===== src/rtl/cube_pkg.sv =====
// Shared constants and types for the LED-cube scan bus (driver and capture sides).
// Latency: none, declarations only.
// Backpressure: none, the scan bus is free-running.
package cube_pkg;

    localparam int WIDTH   = 8;
    localparam int HEIGHT  = 8;
    localparam int DEPTH   = 8;
    localparam int CELLS_W = WIDTH * HEIGHT * DEPTH;
    localparam int OFS_W   = $clog2(CELLS_W);

    // Pin field positions, identical to the ones cube_output drives.
    localparam int PINS_W     = 15;
    localparam int DATA_LSB   = 0;
    localparam int DATA_MSB   = 7;
    localparam int LAYER_LSB  = 8;
    localparam int LAYER_MSB  = 10;
    localparam int ROW_LSB    = 11;
    localparam int ROW_MSB    = 13;
    localparam int ENABLE_BIT = 14;

    localparam int              K_W    = 6;
    localparam logic [K_W-1:0]  K_LAST = 6'd63;

    typedef enum logic {
        HUNT = 1'b0,
        FILL = 1'b1
    } state_t;

    // One sampled bus word; en_n is the active-low enable.
    typedef struct packed {
        logic             en_n;
        logic [2:0]       row;
        logic [2:0]       layer;
        logic [WIDTH-1:0] data;
    } pins_t;

    // Address half of a bus word, held back when data trails the address.
    typedef struct packed {
        logic       en_n;
        logic [2:0] row;
        logic [2:0] layer;
    } addr_t;

    // k = layer*8 + row; storage offset = layer*WIDTH + row*WIDTH*HEIGHT.
    function automatic logic [OFS_W-1:0] cell_offset(input logic [K_W-1:0] k);
        return {k[2:0], k[5:3], 3'b000};
    endfunction

endpackage


===== src/rtl/cube_scan_capture_if.sv =====
// Scan-bus input and captured-frame outputs of the cube scan capture block.
// Latency: none, wiring only.
// Backpressure: none, the frame consumer must accept every Frame_valid pulse.
interface cube_scan_capture_if;
    import cube_pkg::*;

    logic [PINS_W-1:0]  pins;
    logic [CELLS_W-1:0] cells;
    logic               frame_valid;
    logic               sync_error;
    logic [7:0]         frame_count;
    logic               locked;

    modport master (
        output pins,
        input  cells, frame_valid, sync_error, frame_count, locked
    );

    modport slave (
        input  pins,
        output cells, frame_valid, sync_error, frame_count, locked
    );
endinterface


===== src/rtl/cube_pin_decode.sv =====
// Samples the scan pins and re-pairs each data byte with the layer/row it belongs to.
// Latency: beat presented combinationally after the edge that samples its data byte.
// Backpressure: none, a beat is offered every cycle whether or not it is used.
module cube_pin_decode
    import cube_pkg::*;
#(
    parameter int ADDR_LAG = 1
) (
    input  logic              clk,
    input  logic              reset,
    input  logic [PINS_W-1:0] pins,
    output logic              beat_valid,
    output logic [K_W-1:0]    beat_k,
    output logic [WIDTH-1:0]  beat_data
);

    pins_t smp;
    logic  smp_vld;
    addr_t pair_addr;
    logic  pair_vld;

    // Input sample register; the valid bit keeps the reset value from posing as a beat.
    always_ff @(posedge clk) begin
        if (reset) begin
            smp     <= '0;
            smp_vld <= 1'b0;
        end else begin
            smp     <= '{en_n:  pins[ENABLE_BIT],
                         row:   pins[ROW_MSB:ROW_LSB],
                         layer: pins[LAYER_MSB:LAYER_LSB],
                         data:  pins[DATA_MSB:DATA_LSB]};
            smp_vld <= 1'b1;
        end
    end

    generate
        if (ADDR_LAG != 0) begin : g_lag
            addr_t lag;
            logic  lag_vld;

            // Hold the previous address so it meets the data byte that trails it.
            always_ff @(posedge clk) begin
                if (reset) begin
                    lag     <= '0;
                    lag_vld <= 1'b0;
                end else begin
                    lag     <= {smp.en_n, smp.row, smp.layer};
                    lag_vld <= smp_vld;
                end
            end

            assign pair_addr = lag;
            assign pair_vld  = lag_vld & smp_vld;
        end else begin : g_nolag
            assign pair_addr = {smp.en_n, smp.row, smp.layer};
            assign pair_vld  = smp_vld;
        end
    endgenerate

    assign beat_valid = pair_vld & ~pair_addr.en_n;
    assign beat_k     = {pair_addr.layer, pair_addr.row};
    assign beat_data  = smp.data;

endmodule


===== src/rtl/cube_scan_capture.sv =====
// Rebuilds 512-bit cube frames from the scan bus and publishes complete in-order frames.
// Latency: last beat sampled at edge N gives Cells/Frame_valid at edge N+1.
// Backpressure: none, scan order violations are flagged and the frame is dropped.
module cube_scan_capture
    import cube_pkg::*;
#(
    parameter int ADDR_LAG = 1
) (
    input  logic                clk,
    input  logic                reset,
    cube_scan_capture_if.slave  bus
);

    logic               beat_valid;
    logic [K_W-1:0]     beat_k;
    logic [WIDTH-1:0]   beat_data;

    state_t             state, state_nxt;
    logic [K_W-1:0]     exp_k, exp_nxt;
    logic               wr, pub, err;
    logic [CELLS_W-1:0] shadow, shadow_merged;

    cube_pin_decode #(.ADDR_LAG(ADDR_LAG)) u_decode (
        .clk        (clk),
        .reset      (reset),
        .pins       (bus.pins),
        .beat_valid (beat_valid),
        .beat_k     (beat_k),
        .beat_data  (beat_data)
    );

    // Scan-order tracking: decide write, publish and error for the current beat.
    always_comb begin
        state_nxt = state;
        exp_nxt   = exp_k;
        wr        = 1'b0;
        pub       = 1'b0;
        err       = 1'b0;
        if (beat_valid) begin
            case (state)
                HUNT: begin
                    if (beat_k == '0) begin
                        wr        = 1'b1;
                        exp_nxt   = K_W'(1);
                        state_nxt = FILL;
                    end
                end
                FILL: begin
                    if (beat_k == exp_k) begin
                        wr = 1'b1;
                        if (beat_k == K_LAST) begin
                            pub     = 1'b1;
                            exp_nxt = '0;
                        end else begin
                            exp_nxt = exp_k + K_W'(1);
                        end
                    end else begin
                        err = 1'b1;
                        if (beat_k == '0) begin
                            wr      = 1'b1;
                            exp_nxt = K_W'(1);
                        end else begin
                            exp_nxt   = '0;
                            state_nxt = HUNT;
                        end
                    end
                end
                default: state_nxt = HUNT;
            endcase
        end
    end

    // Shadow frame with the current beat merged in, so the last beat publishes in one cycle.
    always_comb begin
        shadow_merged = shadow;
        shadow_merged[cell_offset(beat_k) +: WIDTH] = beat_data;
    end

    // FSM state and expected scan index.
    always_ff @(posedge clk) begin
        if (reset) begin
            state <= HUNT;
            exp_k <= '0;
        end else begin
            state <= state_nxt;
            exp_k <= exp_nxt;
        end
    end

    // Shadow buffer needs no reset: nothing reaches Cells without a full in-order fill.
    always_ff @(posedge clk) begin
        if (wr) begin
            shadow <= shadow_merged;
        end
    end

    // Published frame, strobes and frame counter.
    always_ff @(posedge clk) begin
        if (reset) begin
            bus.cells       <= '0;
            bus.frame_valid <= 1'b0;
            bus.sync_error  <= 1'b0;
            bus.frame_count <= '0;
        end else begin
            bus.frame_valid <= pub;
            bus.sync_error  <= err;
            if (pub) begin
                bus.cells       <= shadow_merged;
                bus.frame_count <= bus.frame_count + 8'd1;
            end
        end
    end

    assign bus.locked = (state == FILL);

endmodule


===== src/flat_wrapper.sv =====
// flat-port wrapper written by rule: the top's interface ports become plain ports
module cube_scan_capture_flat import cube_pkg::*;
#(
    parameter int ADDR_LAG = 1
)
  (clk, reset, bus_pins, bus_cells, bus_frame_valid, bus_sync_error, bus_frame_count, bus_locked);
  cube_scan_capture_if bus_i ();
  input  logic clk;
  input  logic reset;
  input wire logic [$bits(bus_i.pins)-1:0] bus_pins;
  output wire logic [$bits(bus_i.cells)-1:0] bus_cells;
  output wire logic [$bits(bus_i.frame_valid)-1:0] bus_frame_valid;
  output wire logic [$bits(bus_i.sync_error)-1:0] bus_sync_error;
  output wire logic [$bits(bus_i.frame_count)-1:0] bus_frame_count;
  output wire logic [$bits(bus_i.locked)-1:0] bus_locked;
  assign bus_i.pins = bus_pins;
  assign bus_cells = bus_i.cells;
  assign bus_frame_valid = bus_i.frame_valid;
  assign bus_sync_error = bus_i.sync_error;
  assign bus_frame_count = bus_i.frame_count;
  assign bus_locked = bus_i.locked;
  cube_scan_capture #(.ADDR_LAG(ADDR_LAG)) u_core (.clk(clk), .reset(reset), .bus(bus_i));
endmodule

===== config.mk =====
export PLATFORM = sky130hd
export DESIGN_NAME = cube_scan_capture_flat
export DESIGN_NICKNAME = d
export VERILOG_FILES = /design/src/rtl/cube_pkg.sv /design/src/rtl/cube_scan_capture_if.sv /design/src/rtl/cube_pin_decode.sv /design/src/rtl/cube_scan_capture.sv /design/src/flat_wrapper.sv
export SDC_FILE = /design/constraint.sdc
export NUM_CORES = 2
export LEC_CHECK = 0
export ABC_AREA = 0
export BUFFER_PORTS_ARGS = -buffer_cell sky130_fd_sc_hd__buf_2
export CAP_MARGIN = 20
export CORE_ASPECT_RATIO = 1.75
export CORE_MARGIN = 2
export CORE_UTILIZATION = 51
export DETAILED_ROUTE_END_ITERATION = 10
export PLACE_DENSITY = 0.73
export SYNTH_ARGS = -nofsm -noshare
export SYNTH_HDL_FRONTEND = slang
export SYNTH_SLANG_ARGS = --single-unit
export TNS_END_PERCENT = 50

===== constraint.sdc =====
create_clock -name clk -period 27.6 [get_ports clk]
set_clock_uncertainty 0.15 [all_clocks]
set_input_delay 0 -clock clk [delete_from_list [all_inputs] [get_ports clk]]
set_output_delay 0 -clock clk [all_outputs]
set_load 0.005 [all_outputs]

# Word-level counts from Yosys, hierarchy flattened
# Index checks and enable logic that the tools add are counted.
# word_totals
reg_bits	1065
output_inout_bits	523
word_cells	48
# classes
addsub	3
eq_ne	3
shift	2
muxes	16
bitwise_logic	5
n_reduce_logical	3
# op_table
cell	count
$bwmux 512	1
$shift 8x11->512 const A	1
$shiftx 8x11->512	1
$mux 6	3
$pmux 6 s2	1
$neg 9->11	1
$mux 1	10
$add 8x1->8 const B	1
$add 6x1->6 const B	1
$eq 6x6->1	1
$eq 6x6->1 const B	1
$logic_not 6->1	1
$not 1->1	3
$reduce_or 3->1	1
$and 1x1->1	2
$ne 2x1->1 const B	1
$pmux 1 s2	1
$reduce_and 2->1	1

# Depth between registers and ports, before layout
# depth
ltp_word	5
mapped_depth	11
depth_no_buf	7

# Hierarchy
# From an unflattened synthesis, not the netlist that was laid out.
# unflattened
hier_cells	3865
area_unflattened_um2	42315.6
# modules_own_cells
module	instances	cells_per_inst	area_per_inst_um2	seq_area_each_um2
cube_scan_capture	1	3800	41511.1	25964.9
cube_pin_decode	1	65	804.5	480.5

# Worst setup path before layout
# OpenSTA, ideal clock, no wires.
# synth_path
path_kind	register to register
start	register u_core.u_decode.g_lag.lag, in the netlist u_core.u_decode.beat_k[3]
end	register u_core.shadow[0] (enable)
setup_ps	1406
arrival_ps	22662
t_required_ps	26044
slack_ps	3382
stages_incl_launch_ff	7
path_buffers	2
period_less_slack_ps	24218
path_cell_list	dfxtp_1 -> buf_2 -> nor3_4 -> and3_1 -> buf_4 -> o21ai_0 -> nor2_1
# synth_via
elab_chain_len	5
word_cells_on_any_way	6
cone_classes	eq/ne (1); mux (4); reduce/logical (1)
# synth_lines
element	line_no	text
start, declared	cube_pin_decode.sv:38	addr_t lag;
start signal, assigned	cube_pin_decode.sv:47	lag <= {smp.en_n, smp.row, smp.layer};
$logic_not 6->1	cube_scan_capture.sv:42, cube_scan_capture.sv:59	
$mux 1	cube_scan_capture.sv:42, cube_scan_capture.sv:59	
$mux 1	cube_scan_capture.sv:49	if (beat_k == exp_k) begin
$pmux 1 s2 (*)	cube_scan_capture.sv:40	case (state)
$mux 1 (*)	cube_scan_capture.sv:39	if (beat_valid) begin
via u_core.wr	cube_scan_capture.sv:20	logic wr, pub, err;
end signal, assigned	cube_scan_capture.sv:93	shadow <= shadow_merged;
end, declared	cube_scan_capture.sv:21	logic [CELLS_W-1:0] shadow, shadow_merged;
# The timed path passes the listed nets; every way through them passes the cells marked *.
# A chain may end at the register's enable or synchronous reset.

# Final worst setup path
# layout_path
start	register u_core.u_decode.g_lag.lag, in the netlist u_core.u_decode.beat_k[3]
end	register u_core.shadow[218] (enable)
# Same word-level chain as after synthesis.

==> impl_metrics.prom <==
# TYPE chip_impl_metric gauge
chip_impl_metric{name="timing_max_transition_violations_final",unit=""} 0
chip_impl_metric{name="combinationalPowerShare",unit="%"} 3.0
chip_impl_info{name="worstSetupStartpointType",value="flip-flop"} 1
chip_impl_info{name="leading_cell_type_in_the_layout_fill_and_taps_excluded",value="sky130_fd_sc_hd__nand2_1"} 1
chip_impl_metric{name="clock_network_latency_to_the_later_pin_of_the_worst_skew_pair",unit="ps"} 680
chip_impl_info{name="critPathTopFamily",value="buffers and inverters"} 1
chip_impl_info{name="tritoncts",value="done"} 1
chip_impl_metric{name="num_rows",unit=""} 138
chip_impl_metric{name="post_cts.resized_instances",unit=""} 0
chip_impl_metric{name="period_minus_slack",unit="ps"} 5630
chip_impl_info{name="clockRootBuffer",value="sky130_fd_sc_hd__clkbuf_16"} 1
chip_impl_metric{name="timing.critical_path.slowest_cell_delay",unit="ps"} 960
chip_impl_metric{name="power_leakage",unit="nW"} 17.7
chip_impl_info{name="synth_area_leader_cell",value="sky130_fd_sc_hd__edfxtp_1"} 1
chip_impl_metric{name="ant_nets",unit=""} 0
chip_impl_metric{name="netlist_area",unit="µm²"} 41600
chip_impl_metric{name="synth_top_area_share",unit="%"} 37.0
chip_impl_metric{name="syn2layout_area_growth",unit="%"} 16.4
chip_impl_metric{name="ir_drop",unit="µV"} 54.1
chip_impl_metric{name="power.switching",unit="mW"} 0.662
chip_impl_metric{name="routedWlPerCell",unit="µm"} 21.4
chip_impl_metric{name="largest_net_degree_at_the_start_of_global_routing",unit=""} 169
chip_impl_info{name="rsz0062_at_grt",value="no"} 1
chip_impl_metric{name="worst_setup_hold_path_clk_slew",unit="ps"} 70
chip_impl_metric{name="drcViolationCount",unit=""} 0
chip_impl_metric{name="initial_utilization",unit="%"} 51.5
chip_impl_info{name="critical_path.endpoint_type",value="flip-flop"} 1
chip_impl_info{name="timing.critical_path.mode_cell",value="sky130_fd_sc_hd__buf_4"} 1
chip_impl_metric{name="io_buffer_count",unit=""} 539
chip_impl_metric{name="sw_frac_of_total",unit="%"} 21.4
chip_impl_info{name="hold_path_class",value="in2reg"} 1
chip_impl_metric{name="final.period_utilization",unit="%"} 20.4
chip_impl_info{name="critical-path-slowest-cell",value="sky130_fd_sc_hd__buf_4"} 1
chip_impl_info{name="outcome",value="finished, final reports clean"} 1
chip_impl_metric{name="die_height",unit="µm"} 382
chip_impl_metric{name="first_iter_violations",unit=""} 2343
chip_impl_metric{name="drt_pre_antenna_iters",unit=""} 5
chip_impl_metric{name="post-place-ws",unit="ps"} 22090
chip_impl_metric{name="synthesized_area_divided_by_synthesized_cell_count",unit="µm²"} 11.4
chip_impl_metric{name="cp_data_required_time",unit="ps"} 27750
chip_impl_metric{name="post_route_cells_drive_above_1_share",unit="%"} 31.4
chip_impl_metric{name="tightestPinTransition",unit="ps"} 1170
chip_impl_metric{name="critical_path.n_buffers_inverters",unit=""} 3
chip_impl_metric{name="pwr-share-clk",unit="%"} 42.9
chip_impl_metric{name="postLayoutSetupSlackWorst",unit="ps"} 21970
chip_impl_metric{name="synthesis.nets",unit=""} 3661
chip_impl_metric{name="vias",unit=""} 29000
chip_impl_metric{name="floorplan.die_area",unit="µm²"} 83900
chip_impl_info{name="timing.critical_path.cells",value="nor3_4 > and3_1 > o21ai_0 > nor2_4 > buf_12 > buf_4 > buf_4"} 1
chip_impl_metric{name="ctsHtreeMaxLevel",unit=""} 3
chip_impl_metric{name="synth-async-reset-ratio",unit="%"} 0
chip_impl_metric{name="worstPathArrival",unit="ps"} 5780
chip_impl_metric{name="ys_types",unit=""} 63
chip_impl_info{name="layout_common_cells",value="sky130_fd_sc_hd__nand2_1, sky130_fd_sc_hd__dfxtp_1, sky130_fd_sc_hd__buf_2, sky130_fd_sc_hd__edfxtp_1, sky130_fd_sc_hd__mux2_2"} 1
chip_impl_metric{name="count_of_state_elements_after_synthesis",unit=""} 1065
chip_impl_metric{name="grt_pass1_vias",unit=""} 27700
chip_impl_metric{name="power.density",unit="nW/µm²"} 64.0
chip_impl_metric{name="grtUsageTotal",unit="%"} 25.9
chip_impl_metric{name="setup_viol_count_final",unit=""} 0
chip_impl_metric{name="clock_sinks",unit=""} 1065
chip_impl_metric{name="fin_setup_tns",unit="ps"} 0
chip_impl_metric{name="seq_power_share",unit="%"} 54.2
chip_impl_info{name="synth_top_cells_by_area",value="sky130_fd_sc_hd__edfxtp_1, sky130_fd_sc_hd__dfxtp_1, sky130_fd_sc_hd__mux2_2"} 1
chip_impl_metric{name="die_w",unit="µm"} 220
chip_impl_metric{name="route.detailed.vias_per_inst",unit=""} 5.57
chip_impl_metric{name="hpwlAfterDp",unit="mm"} 68.9
chip_impl_metric{name="maxCapViolCount",unit=""} 0
chip_impl_metric{name="relSlewSlack",unit="%"} 21.8
chip_impl_metric{name="cts_buffers",unit=""} 91
chip_impl_metric{name="final_net_count",unit=""} 4106
chip_impl_info{name="synth-main-ff-cell",value="sky130_fd_sc_hd__dfxtp_1"} 1
chip_impl_metric{name="io-pin-count",unit=""} 540
chip_impl_metric{name="internal-power",unit="mW"} 2.44
chip_impl_metric{name="max_freq",unit="GHz"} 0.178
chip_impl_metric{name="edff_count_synth",unit=""} 512
chip_impl_metric{name="crit_path_max_fanout",unit=""} 161
chip_impl_metric{name="design.core.area",unit="µm²"} 80800
chip_impl_metric{name="filler_cell_count",unit=""} 6567
chip_impl_metric{name="clock_path_buffers",unit=""} 3
chip_impl_metric{name="routed_wl",unit="mm"} 111
chip_impl_metric{name="seq_area_frac_synth",unit="%"} 63.6
chip_impl_metric{name="gp_routability_congestion",unit=""} 0.867
chip_impl_metric{name="hold_viol",unit=""} 0
chip_impl_metric{name="postSynthCellCount",unit=""} 3641
chip_impl_metric{name="first_pass_grt_wire_length",unit="mm"} 167
chip_impl_metric{name="overflow",unit=""} 0
chip_impl_info{name="critPathKind",value="reg2reg"} 1
chip_impl_metric{name="yosysWarningCount",unit=""} 0
chip_impl_metric{name="antenna_found_initial",unit=""} 3
==> through the flow <==
step | power (mW) | area (µm²) | hold slack [ps] | cells | util (%)
5_1_grt | 3.19 | 48400 | 262 | 5215 | 59.9
2_1_floorplan | 1.78 | 41600 | -21.8 | 3641 | -
4_1_cts | 3.12 | 48300 | 207 | 5209 | 59.8
3_5_place_dp | 1.80 | 44800 | 63.4 | 5003 | 55.5
6_report | 3.10 | 48400 | 208 | 5215 | 59.9
3_3_place_gp | 1.80 | 44800 | 64.9 | 5003 | 55.5
==> registers in the layout, indices dropped and copies added, names as in the netlist <==
signal                         cells
u_core.bus.cells                 512
u_core.bus.frame_count             8
u_core.bus.frame_valid             1
u_core.bus.locked                  1
u_core.bus.sync_error              1
u_core.exp_k                       6
u_core.shadow                    512
u_core.u_decode.beat_data          8
u_core.u_decode.beat_k             6
u_core.u_decode.g_lag.lag          1
u_core.u_decode.g_lag.lag_vld      1
u_core.u_decode.smp                7
u_core.u_decode.smp_vld            1
==> Yosys cell counts, drive strengths merged, types with 2 or more instances <==
| cell type | count |
|---|---|
| nand4 | 5 |
| mux2 | 503 |
| o2111ai | 2 |
| a31oi | 16 |
| o21a | 2 |
| nand2b | 6 |
| clkbuf | 184 |
| nor4b | 2 |
| nand2 | 1022 |
| buf | 75 |
| nand3 | 17 |
| nand3b | 4 |
| nor2 | 62 |
| o21ai | 46 |
| o32ai | 2 |
| o21ba | 21 |
| edfxtp | 512 |
| and2 | 3 |
| nand4b | 2 |
| nor3 | 20 |
| ha | 3 |
| xor2 | 8 |
| inv | 4 |
| xnor2 | 3 |
| or3b | 2 |
| nor3b | 7 |
| nor4 | 4 |
| or3 | 2 |
| dfxtp | 553 |
| a21oi | 485 |
| and3 | 5 |
| nor2b | 43 |
| or4 | 4 |
==> final timing paths <==
check / startpoint / endpoint / slack, ps / depth (start not counted)
max: u_core.u_decode.beat_k[3] / u_core.shadow[218] / 21970 / 7
min: reset / u_core.bus.frame_valid / 210 / 3
max reg2reg: u_core.u_decode.beat_k[3] / u_core.shadow[218] / 21970 / 7
min reg2reg: u_core.bus.cells[231] / u_core.bus.cells[231] / 300 / 2
==> metal layers <==
metal / part of all wire, % / GRT usage, % / vias up
li1: - / - / 13500
met2: 50 / 43.6 / 1023
met4: 3.4 / 10.5 / 0
met1: 41 / 33.4 / 14300
met5: 0 / 0 / -
met3: 6.4 / 3.92 / 185
==> logic make-up (layout without fill, tap and decap cells) <==
logic type,after synthesis,in the layout,synth area share (%)
compound gates,582,582,7.63
xor+xnor,11,11,0.250
fa+ha+maj,3,3,0.0903
buf+inv,264,785,2.71
flops,1065,1065,63.6
mux,503,503,13.6
other cells,0,3,0
simple gates,1213,1213,12.1
==> timing repair <==
action	CTS	global route
setup buffers	0	0
hold endpoints to repair	117	0
hold buffers	37	0
==> power by group through the flow <==
stage	clock network [mW]	registers, mW	logic [mW]
3_3_place_gp	0	1.71	0.0854
5_1_grt	1.41	1.68	0.0974
2_1_floorplan	0	1.72	0.0635
3_5_place_dp	0	1.71	0.0871
6_report	1.33	1.68	0.0915
4_1_cts	1.35	1.68	0.0913
==> worst min-delay path: stages <==
cell,delay [ps]
sky130_fd_sc_hd__dlygate4sd3_1,570
sky130_fd_sc_hd__buf_8,260
sky130_fd_sc_hd__nor2_1,160
==> area by class of cell <==
class                      count  area (µm²)  area share [%]
sequential                  1065       26500            54.7
clock inverter                48         430           0.889
antenna                        3        7.51          0.0155
tap                         1050        1310            2.71
multi-input combinational   2312       14100            29.0
inverter                       5        18.8          0.0388
clock buffer                 121        2680            5.54
timing repair buffer         611        3430            7.08
(Power assumes the default switching activity.)
